`src/rtl/serial_arith_pkg.sv`:
```
// Shared types and sizing helpers for the serial arithmetic blocks.
package serial_arith_pkg;

    // Control states of a serial operation.
    typedef enum logic [1:0] {
        S_IDLE = 2'd0,
        S_RUN  = 2'd1,
        S_DONE = 2'd2
    } state_t;

    // Number of digit steps needed for one WIDTH-bit operation.
    function automatic int ndig(input int width, input int digit);
        return width / digit;
    endfunction

    // Width of a counter that indexes ndig steps; never narrower than one bit.
    function automatic int cnt_width(input int n);
        return (n <= 2) ? 1 : $clog2(n);
    endfunction

endpackage

```
`src/rtl/serial_addsub_engine_digit_adder.sv`:
```
// Combinational DIGIT-bit ripple adder: a + b + cin.
// c_msb is the carry entering the top bit, needed for signed overflow.
module digit_adder #(
    parameter int DIGIT = 1
) (
    input  logic [DIGIT-1:0] a,
    input  logic [DIGIT-1:0] b,
    input  logic             cin,
    output logic [DIGIT-1:0] sum,
    output logic             cout,
    output logic             c_msb
);

    logic [DIGIT:0] carry;

    assign carry[0] = cin;

    generate
        for (genvar gi = 0; gi < DIGIT; gi++) begin : g_bit
            assign sum[gi]       = a[gi] ^ b[gi] ^ carry[gi];
            assign carry[gi + 1] = (a[gi] & b[gi]) | (carry[gi] & (a[gi] ^ b[gi]));
        end
    endgenerate

    assign cout  = carry[DIGIT];
    assign c_msb = carry[DIGIT-1];

endmodule

```
`src/rtl/serial_addsub_engine.sv`:
```
// Serial adder/subtractor: processes two WIDTH-bit operands LSB-first,
// DIGIT bits per clock, streaming sum digits and then presenting the full
// result with carry/no-borrow and signed overflow.
module serial_addsub_engine
    import serial_arith_pkg::*;
#(
    parameter int WIDTH = 16,
    parameter int DIGIT = 1
) (
    input  logic             clk,
    input  logic             reset,
    input  logic             start,
    input  logic             sub,
    input  logic [WIDTH-1:0] a_in,
    input  logic [WIDTH-1:0] b_in,
    input  logic             abort,
    output logic             ready,
    output logic             busy,
    output logic             digit_valid,
    output logic [DIGIT-1:0] sum_digit,
    output logic             done,
    output logic [WIDTH-1:0] result,
    output logic             carry_out,
    output logic             overflow
);

    localparam int NDIG = ndig(WIDTH, DIGIT);
    localparam int CW   = cnt_width(NDIG);

    state_t           state_reg;
    state_t           state_next;
    logic             armed_reg;
    logic [CW-1:0]    cnt_reg;
    logic [WIDTH-1:0] a_reg;
    logic [WIDTH-1:0] b_reg;
    logic             carry_reg;
    logic [WIDTH-1:0] acc_reg;
    logic [WIDTH-1:0] acc_next;
    logic             last_digit;

    logic             digit_valid_reg;
    logic [DIGIT-1:0] sum_digit_reg;
    logic             done_reg;
    logic [WIDTH-1:0] result_reg;
    logic             carry_out_reg;
    logic             overflow_reg;

    logic [DIGIT-1:0] add_sum;
    logic             add_cout;
    logic             add_c_msb;

    // One digit step of the running sum.
    digit_adder #(
        .DIGIT (DIGIT)
    ) u_digit_adder (
        .a     (a_reg[DIGIT-1:0]),
        .b     (b_reg[DIGIT-1:0]),
        .cin   (carry_reg),
        .sum   (add_sum),
        .cout  (add_cout),
        .c_msb (add_c_msb)
    );

    assign last_digit = (cnt_reg == CW'(NDIG - 1));

    // New digit enters the accumulator from the MSB side so the LSB digit
    // lands at bit 0 after NDIG steps.
    assign acc_next = (acc_reg >> DIGIT) | (WIDTH'(add_sum) << (WIDTH - DIGIT));

    // Hold ready low until the first clock after reset release.
    always_ff @(posedge clk or negedge reset) begin
        if (!reset) begin
            armed_reg <= 1'b0;
        end else begin
            armed_reg <= 1'b1;
        end
    end

    // State register.
    always_ff @(posedge clk or negedge reset) begin
        if (!reset) begin
            state_reg <= S_IDLE;
        end else begin
            state_reg <= state_next;
        end
    end

    // Next-state decode; start beats abort in IDLE because abort is only honoured in RUN.
    always_comb begin
        state_next = state_reg;
        case (state_reg)
            S_IDLE: begin
                if (start && ready) begin
                    state_next = S_RUN;
                end
            end
            S_RUN: begin
                if (abort) begin
                    state_next = S_IDLE;
                end else if (last_digit) begin
                    state_next = S_DONE;
                end
            end
            S_DONE: begin
                state_next = S_IDLE;
            end
            default: begin
                state_next = S_IDLE;
            end
        endcase
    end

    // Status outputs decoded from the current state.
    always_comb begin
        ready = (state_reg == S_IDLE) && armed_reg;
        busy  = (state_reg == S_RUN);
    end

    // Operand, accumulator and registered-output datapath.
    always_ff @(posedge clk or negedge reset) begin
        if (!reset) begin
            cnt_reg         <= '0;
            a_reg           <= '0;
            b_reg           <= '0;
            carry_reg       <= 1'b0;
            acc_reg         <= '0;
            digit_valid_reg <= 1'b0;
            sum_digit_reg   <= '0;
            done_reg        <= 1'b0;
            result_reg      <= '0;
            carry_out_reg   <= 1'b0;
            overflow_reg    <= 1'b0;
        end else begin
            case (state_reg)
                S_IDLE: begin
                    digit_valid_reg <= 1'b0;
                    done_reg        <= 1'b0;
                    if (start && ready) begin
                        // Subtraction is A + ~B + 1: invert B, seed carry with 1.
                        a_reg     <= a_in;
                        b_reg     <= b_in ^ {WIDTH{sub}};
                        carry_reg <= sub;
                        cnt_reg   <= '0;
                        acc_reg   <= '0;
                    end
                end
                S_RUN: begin
                    if (abort) begin
                        // Published result/flags keep the last completed operation.
                        digit_valid_reg <= 1'b0;
                    end else begin
                        sum_digit_reg   <= add_sum;
                        digit_valid_reg <= 1'b1;
                        acc_reg         <= acc_next;
                        a_reg           <= a_reg >> DIGIT;
                        b_reg           <= b_reg >> DIGIT;
                        carry_reg       <= add_cout;
                        cnt_reg         <= cnt_reg + CW'(1);
                        if (last_digit) begin
                            result_reg    <= acc_next;
                            carry_out_reg <= add_cout;
                            overflow_reg  <= add_c_msb ^ add_cout;
                            done_reg      <= 1'b1;
                        end
                    end
                end
                S_DONE: begin
                    digit_valid_reg <= 1'b0;
                    done_reg        <= 1'b0;
                end
                default: begin
                    digit_valid_reg <= 1'b0;
                    done_reg        <= 1'b0;
                end
            endcase
        end
    end

    assign digit_valid = digit_valid_reg;
    assign sum_digit   = sum_digit_reg;
    assign done        = done_reg;
    assign result      = result_reg;
    assign carry_out   = carry_out_reg;
    assign overflow    = overflow_reg;

endmodule

```
`config.mk`:
```
export PLATFORM = sky130hd
export DESIGN_NAME = serial_addsub_engine
export DESIGN_NICKNAME = d
export VERILOG_FILES = /design/src/rtl/serial_arith_pkg.sv /design/src/rtl/serial_addsub_engine_digit_adder.sv /design/src/rtl/serial_addsub_engine.sv
export SDC_FILE = /design/constraint.sdc
export NUM_CORES = 1
export LEC_CHECK = 0
export CELL_PAD_IN_SITES_DETAIL_PLACEMENT = 1
export CELL_PAD_IN_SITES_GLOBAL_PLACEMENT = 2
export CORE_UTILIZATION = 40
export CTS_BUF_LIST = sky130_fd_sc_hd__clkbuf_8
export DETAILED_ROUTE_END_ITERATION = 8
export PLACE_DENSITY = 0.85
export SETUP_SLACK_MARGIN = 0.4
export SYNTH_ARGS = -nofsm -noshare
export SYNTH_HDL_FRONTEND = slang
export SYNTH_SLANG_ARGS = --single-unit
```
`constraint.sdc`:
```
create_clock -name clk -period 2.6 [get_ports clk]
set_input_delay 0.52 -clock clk [delete_from_list [all_inputs] [get_ports clk]]
set_output_delay 0.52 -clock clk [all_outputs]
set_load 0.03 [all_outputs]
```
* Word level (Yosys, flattened, before mapping)
Index checks and enable logic that the tools add are counted.
** Cells by class
- Add/subtract/negate cells :: 1
- Eq/ne operators :: 6
- Multiplexer cells :: 24
- Bitwise logic cells :: 9
- Reductions and logical operators :: 9
** Operator list (count)
- $mux 16 :: 6
- $pmux 16 s2 :: 3
- $or 15x16->16 :: 1
- $xor 16x16->16 :: 1
- $mux 4 :: 2
- $pmux 4 s2 :: 1
- $mux 1 :: 7
- $mux 2 :: 3
- $reduce_and 2->1 :: 3
- $reduce_and 3->1 :: 2
- $add 4x1->4 const B :: 1
- $eq 4x4->1 const B :: 1
- $ne 2x2->1 const B :: 2
- $pmux 2 s2 :: 1
- $ne 3x2->1 const B :: 1
- $xor 1x1->1 :: 3
- $and 1x1->1 :: 2
- $eq 2x1->1 const B :: 1
- $logic_and 1x1->1 :: 2
- $logic_not 2->1 :: 1
- $ne 2x1->1 const B :: 1
- $pmux 1 s2 :: 1
- $reduce_bool 2->1 :: 1
- $not 1->1 :: 1
- $or 1x1->1 :: 1
** Word-level totals
- Register bits after elaboration :: 77
- Output and inout port bits :: 23
- Word-level logic and storage cells :: 62

* Logic depth before layout (Yosys ltp)
- Depth in word-level cells :: 5
- Gate-level depth with buffers :: 7
- Depth with buffers taken out :: 4

* Hierarchy
Synthesis repeated with hierarchy kept, for this count alone.
** Second synthesis, totals
- Cell total of the unflattened synthesis :: 252
- Area total of the unflattened synthesis :: 3554.7 um^2
** Modules (own cells, without submodules)
- serial_addsub_engine :: times used 1, cells an instance 250, area each 3527.1 um^2, seq. area each 1901.8 um^2
- digit_adder :: times used 1, cells an instance 2, area each 27.5 um^2, seq. area each 0.0 um^2

* Worst setup path before layout
OpenSTA, ideal clock, no wires.
- Path type :: reg-to-output
- Start :: register state_reg[1]
- End :: output port ready
- Arrival time :: 1.240 ns
- Data required time :: 2.080 ns
- Path slack :: 0.840 ns
- Cell stages (with the launch flop) :: 3
- Path buffers :: 1
- Cells stage by stage :: dfrtp_1 -> buf_2 -> nor3b_1
** Between the ends
- Cells in the longest elaborated chain, start to end :: 2
** Ends and longest elaborated chain
- start, declared :: line serial_addsub_engine.sv:30 : state_t state_reg;
- start signal, assigned :: line serial_addsub_engine.sv:84 : state_reg <= state_next;
- $logic_not 2->1 :: line serial_addsub_engine.sv:115 : ready = (state_reg == S_IDLE) && armed_reg;
- $logic_and 1x1->1 :: line serial_addsub_engine.sv:115
- end, declared :: line serial_addsub_engine.sv:17 : output logic ready,
No other way between the ends.

* Worst setup path after layout
- Start :: register state_reg[1]
- End :: register a_reg[10]
** Between the ends
- Cells in the longest elaborated chain, start to end :: 5
- Elaborated cells on any way between the ends :: 9
** Ends and longest elaborated chain
- $logic_not 2->1 :: line serial_addsub_engine.sv:115, serial_addsub_engine.sv:134
- $logic_and 1x1->1 :: line serial_addsub_engine.sv:115
- $logic_and 1x1->1 :: line serial_addsub_engine.sv:138 : if (start && ready) begin
- $ne 2x2->1 (no source line)
- $reduce_and 3->1 (no source line)
- end signal, assigned :: line serial_addsub_engine.sv:140 : a_reg <= a_in;
- end signal, assigned :: line serial_addsub_engine.sv:155 : a_reg <= a_reg >> DIGIT;
- end, declared :: line serial_addsub_engine.sv:34 : logic [WIDTH-1:0] a_reg;
Several ways; a longest one is shown, not always the timed one.
A chain may end at the register's enable or synchronous reset.

==> flow_summary_export.csv <==
group,metric,value,unit
timing,grt_setup_unrepaired,"no",
timing,skew,0.00791,ns
final_layout,layout.nets,363,
worst_setup_path,r2r-end,"a_reg[10]$_DFFE_PN0P_",
die,dieArea,0.00918,sq mm
hold_path,hold_path_class,"input port to async pin",
synth,netlist-cell-type-count,31,
timing,period_share,78.8,%
worst_setup_path,r2r_setup_slack,0.55,ns
worst_setup_path,r2r_cells,5,
routing,drt-total-wl,6980,microns
timing,final-max-slew-violation-count,0,
clock_tree,cts_setup_buffers,0,
timing,finalHoldViolCount,0,
pwr,peakVddDrop,0.321,mV
routing,drc,0,
routing,wl_per_cell,16.1,microns
final_layout,final_cell_area,0.00445,sq mm
pwr,pwr_density_cell,736,mW/mm^2
synth,syn_area_per_cell,13.6,sq um
die,initial_core_util,42.0,%
clock_tree,numCtsBuffers,9,
synth,ys_ff_latch,76,
synth,syn_area,0.00352,sq mm
worst_setup_path,critPathRequiredTime,2.83,ns
synth,synth_seq_area_share,54.0,%
routing,ant_nets,0,
worst_setup_path,crit_top_cell,"mux2_2",
die,die_x,95.8,microns
clock_tree,path_clk_slew,0.08,ns
worst_setup_path,worstSetupPathType,"flop to flop",
global_route,antenna_found_initial,0,
routing,drtPass1Iterations,4,
timing,slew-limit-headroom,36.1,%
routing,viasPerCell,5.03,
final_layout,layout_common_cells,"dfrtp_1, clkdlybuf4s50_1, mux2_2, mux2i_1, mux2_1",
placement,numPortBuffers,59,
clock_tree,ctsLongestPathBuffers,2,
synth,synth_top_area_share,54.0,%
routing,via_count,2182,
worst_setup_path,crit_path_start_kind,"flop",
synth,async_flop_share,100,%
placement,dpl_cell_area,0.00423,sq mm
clock_tree,clock_latency,0.35,ns
final_layout,layout_commonest_cell,"dfrtp_1",
worst_setup_path,cp_num_cells,5,
timing,finalSetupViolCount,0,
placement,gp_congestion,0.705,
timing,fin_setup_tns,0,ns
clock_tree,cts_tree,"done",
final_layout,layout-drive-gt1-share,25.8,%
routing,drt-initial-drc-count,68,
placement,placedCellCount,418,
timing,timing.hold.ws,0.323,ns
synth,synthesis.nets,298,
timing,period_needed,2.05,ns
clock_tree,cts_hold_buf,0,
outcome,status,"finished, final reports clean",
worst_setup_path,critical_path.top_delay_family,"multiplexers",
worst_setup_path,slowest_stage,"dfrtp_1",
worst_setup_path,end_kind,"flop",
global_route,grt_overflow_total,0,
global_route,grt_first_pass_wirelength,11800,microns
pwr,p_leak,2.03,nW
synth,ys.flop_type,"dfrtp_1",
placement,place_hpwl,4520,microns
worst_setup_path,rr_startpoint,"state_reg[1]$_DFFE_PN0P_",
synth,ys_top_cells_by_area,"dfrtp_1, mux2_2, mux2i_1",
final_layout,utilization,53.1,%
final_layout,syn_to_final_growth,26.4,%
worst_setup_path,crit_path_max_incr_delay,0.53,ns
synth,netlist_instances,259,
timing,worst-slew-pin-transition,0.958,ns
die,core_area,0.00838,sq mm
die,die_height,95.8,microns
global_route,grt_pass1_vias,2357,
synth,ys_warn_count,0,
clock_tree,cts.sinks,76,
worst_setup_path,crit_chain,"nand2b_4 -> buf_4 -> buf_6 -> mux2_2 -> mux2_2",
worst_setup_path,crit_fanout,22,
timing,achievable-frequency,488,MHz
final_layout,multiInputGateArea,0.00148,sq mm
die,rows,33,
global_route,grt_max_degree,77,
clock_tree,htree_num_levels,3,
final_layout,nFillCells,855,
final_layout,stdcell_count,434,
die,ioPinCount,60,
worst_setup_path,path_buf_inv,2,
global_route,grt.total_usage,17.3,%
final_layout,antennaDiodeCount,0,
final_layout,regArea,0.00190,sq mm
synth,synth_edf_count,0,
worst_setup_path,cp.arrival,2.28,ns
synth,yosysTopAreaCell,"dfrtp_1",
job,drv_cap,0,
clock_tree,clockRootBuffer,"clkbuf_8",
[Yosys cell counts, types with 3 or more instances]
library cell / instances
mux2_1: 14
xor2_1: 11
buf_2: 6
mux2_2: 55
mux2i_1: 25
inv_1: 13
dfrtp_1: 76
a21o_1: 3
nor2_1: 8
a21oi_1: 3
buf_4: 4
nand2_1: 7
buf_6: 3
a22o_1: 6
xnor2_1: 6
[where the power goes]
part	total, W	internal, W	switching (W)	leakage, nW
clock	0.00101	0.000567	0.000444	0.116
sequential	0.00156	0.00142	0.000139	0.980
combinational	0.000710	0.000394	0.000316	0.938
[worst max path at each step]
stage                                         to  slack [ns]                     start
after floorplan                            ready        0.84  state_reg[1]$_DFFE_PN0P_
after detailed placement   a_reg[10]$_DFFE_PN0P_        0.36                     abort
after global routing        a_reg[3]$_DFFE_PN0P_        0.48  state_reg[1]$_DFFE_PN0P_
after CTS                  a_reg[10]$_DFFE_PN0P_        0.44  state_reg[1]$_DFFE_PN0P_
final                      a_reg[10]$_DFFE_PN0P_        0.55  state_reg[1]$_DFFE_PN0P_
after global placement    acc_reg[7]$_DFFE_PN0P_        0.43                     abort
[metrics by stage]
| step | setup WS, ns | power [W] |
|---|---|---|
| 3_3_place_gp | 0.434 | 0.00226 |
| 6_report | 0.552 | 0.00328 |
| 3_5_place_dp | 0.363 | 0.00231 |
| 4_1_cts | 0.444 | 0.00334 |
| 2_1_floorplan | 0.840 | 0.00204 |
| 5_1_grt | 0.475 | 0.00347 |
[layer usage]
| metal | track usage [%] | routed length (microns) |
|---|---|---|
| met5 | 0 | 0 |
| met2 | 28.2 | 3350 |
| met3 | 5.53 | 364 |
| met1 | 22.3 | 3170 |
| met4 | 4.85 | 87 |
[worst register-to-register path, stage by stage, from the launching register on]
cell and delay (ns):
dfrtp_1 0.53, nand2b_4 0.20, buf_4 0.29, buf_6 0.29
mux2_2 0.37, mux2_2 0.27
[what timing repair did]
action	in CTS	in global routing
resized for setup	2	1
endpoints found under the setup margin	2	11
endpoints found under the hold margin	0	0
[layout make-up]
| type | instances | share of cell area (%) |
|---|---|---|
| flip-flops and latches | 76 | 42.7 |
| repair buffers | 67 | 14.9 |
| well taps | 105 | 2.95 |
| multi-input cells | 156 | 33.2 |
| inverters | 14 | 1.18 |
| clock inverters | 6 | 1.97 |
| clock buffers | 10 | 3.09 |
[cell families after synthesis]
family | count (synthesis) | synth area share [%]
xor+xnor | 17 | 4.23
simple gates | 26 | 3.91
compound gates | 16 | 3.52
other cells | 1 | 0.106
flops | 76 | 54.0
mux | 94 | 29.2
buf+inv | 27 | 4.16
fa+ha+maj | 2 | 0.924
(Power assumes the default switching activity.)
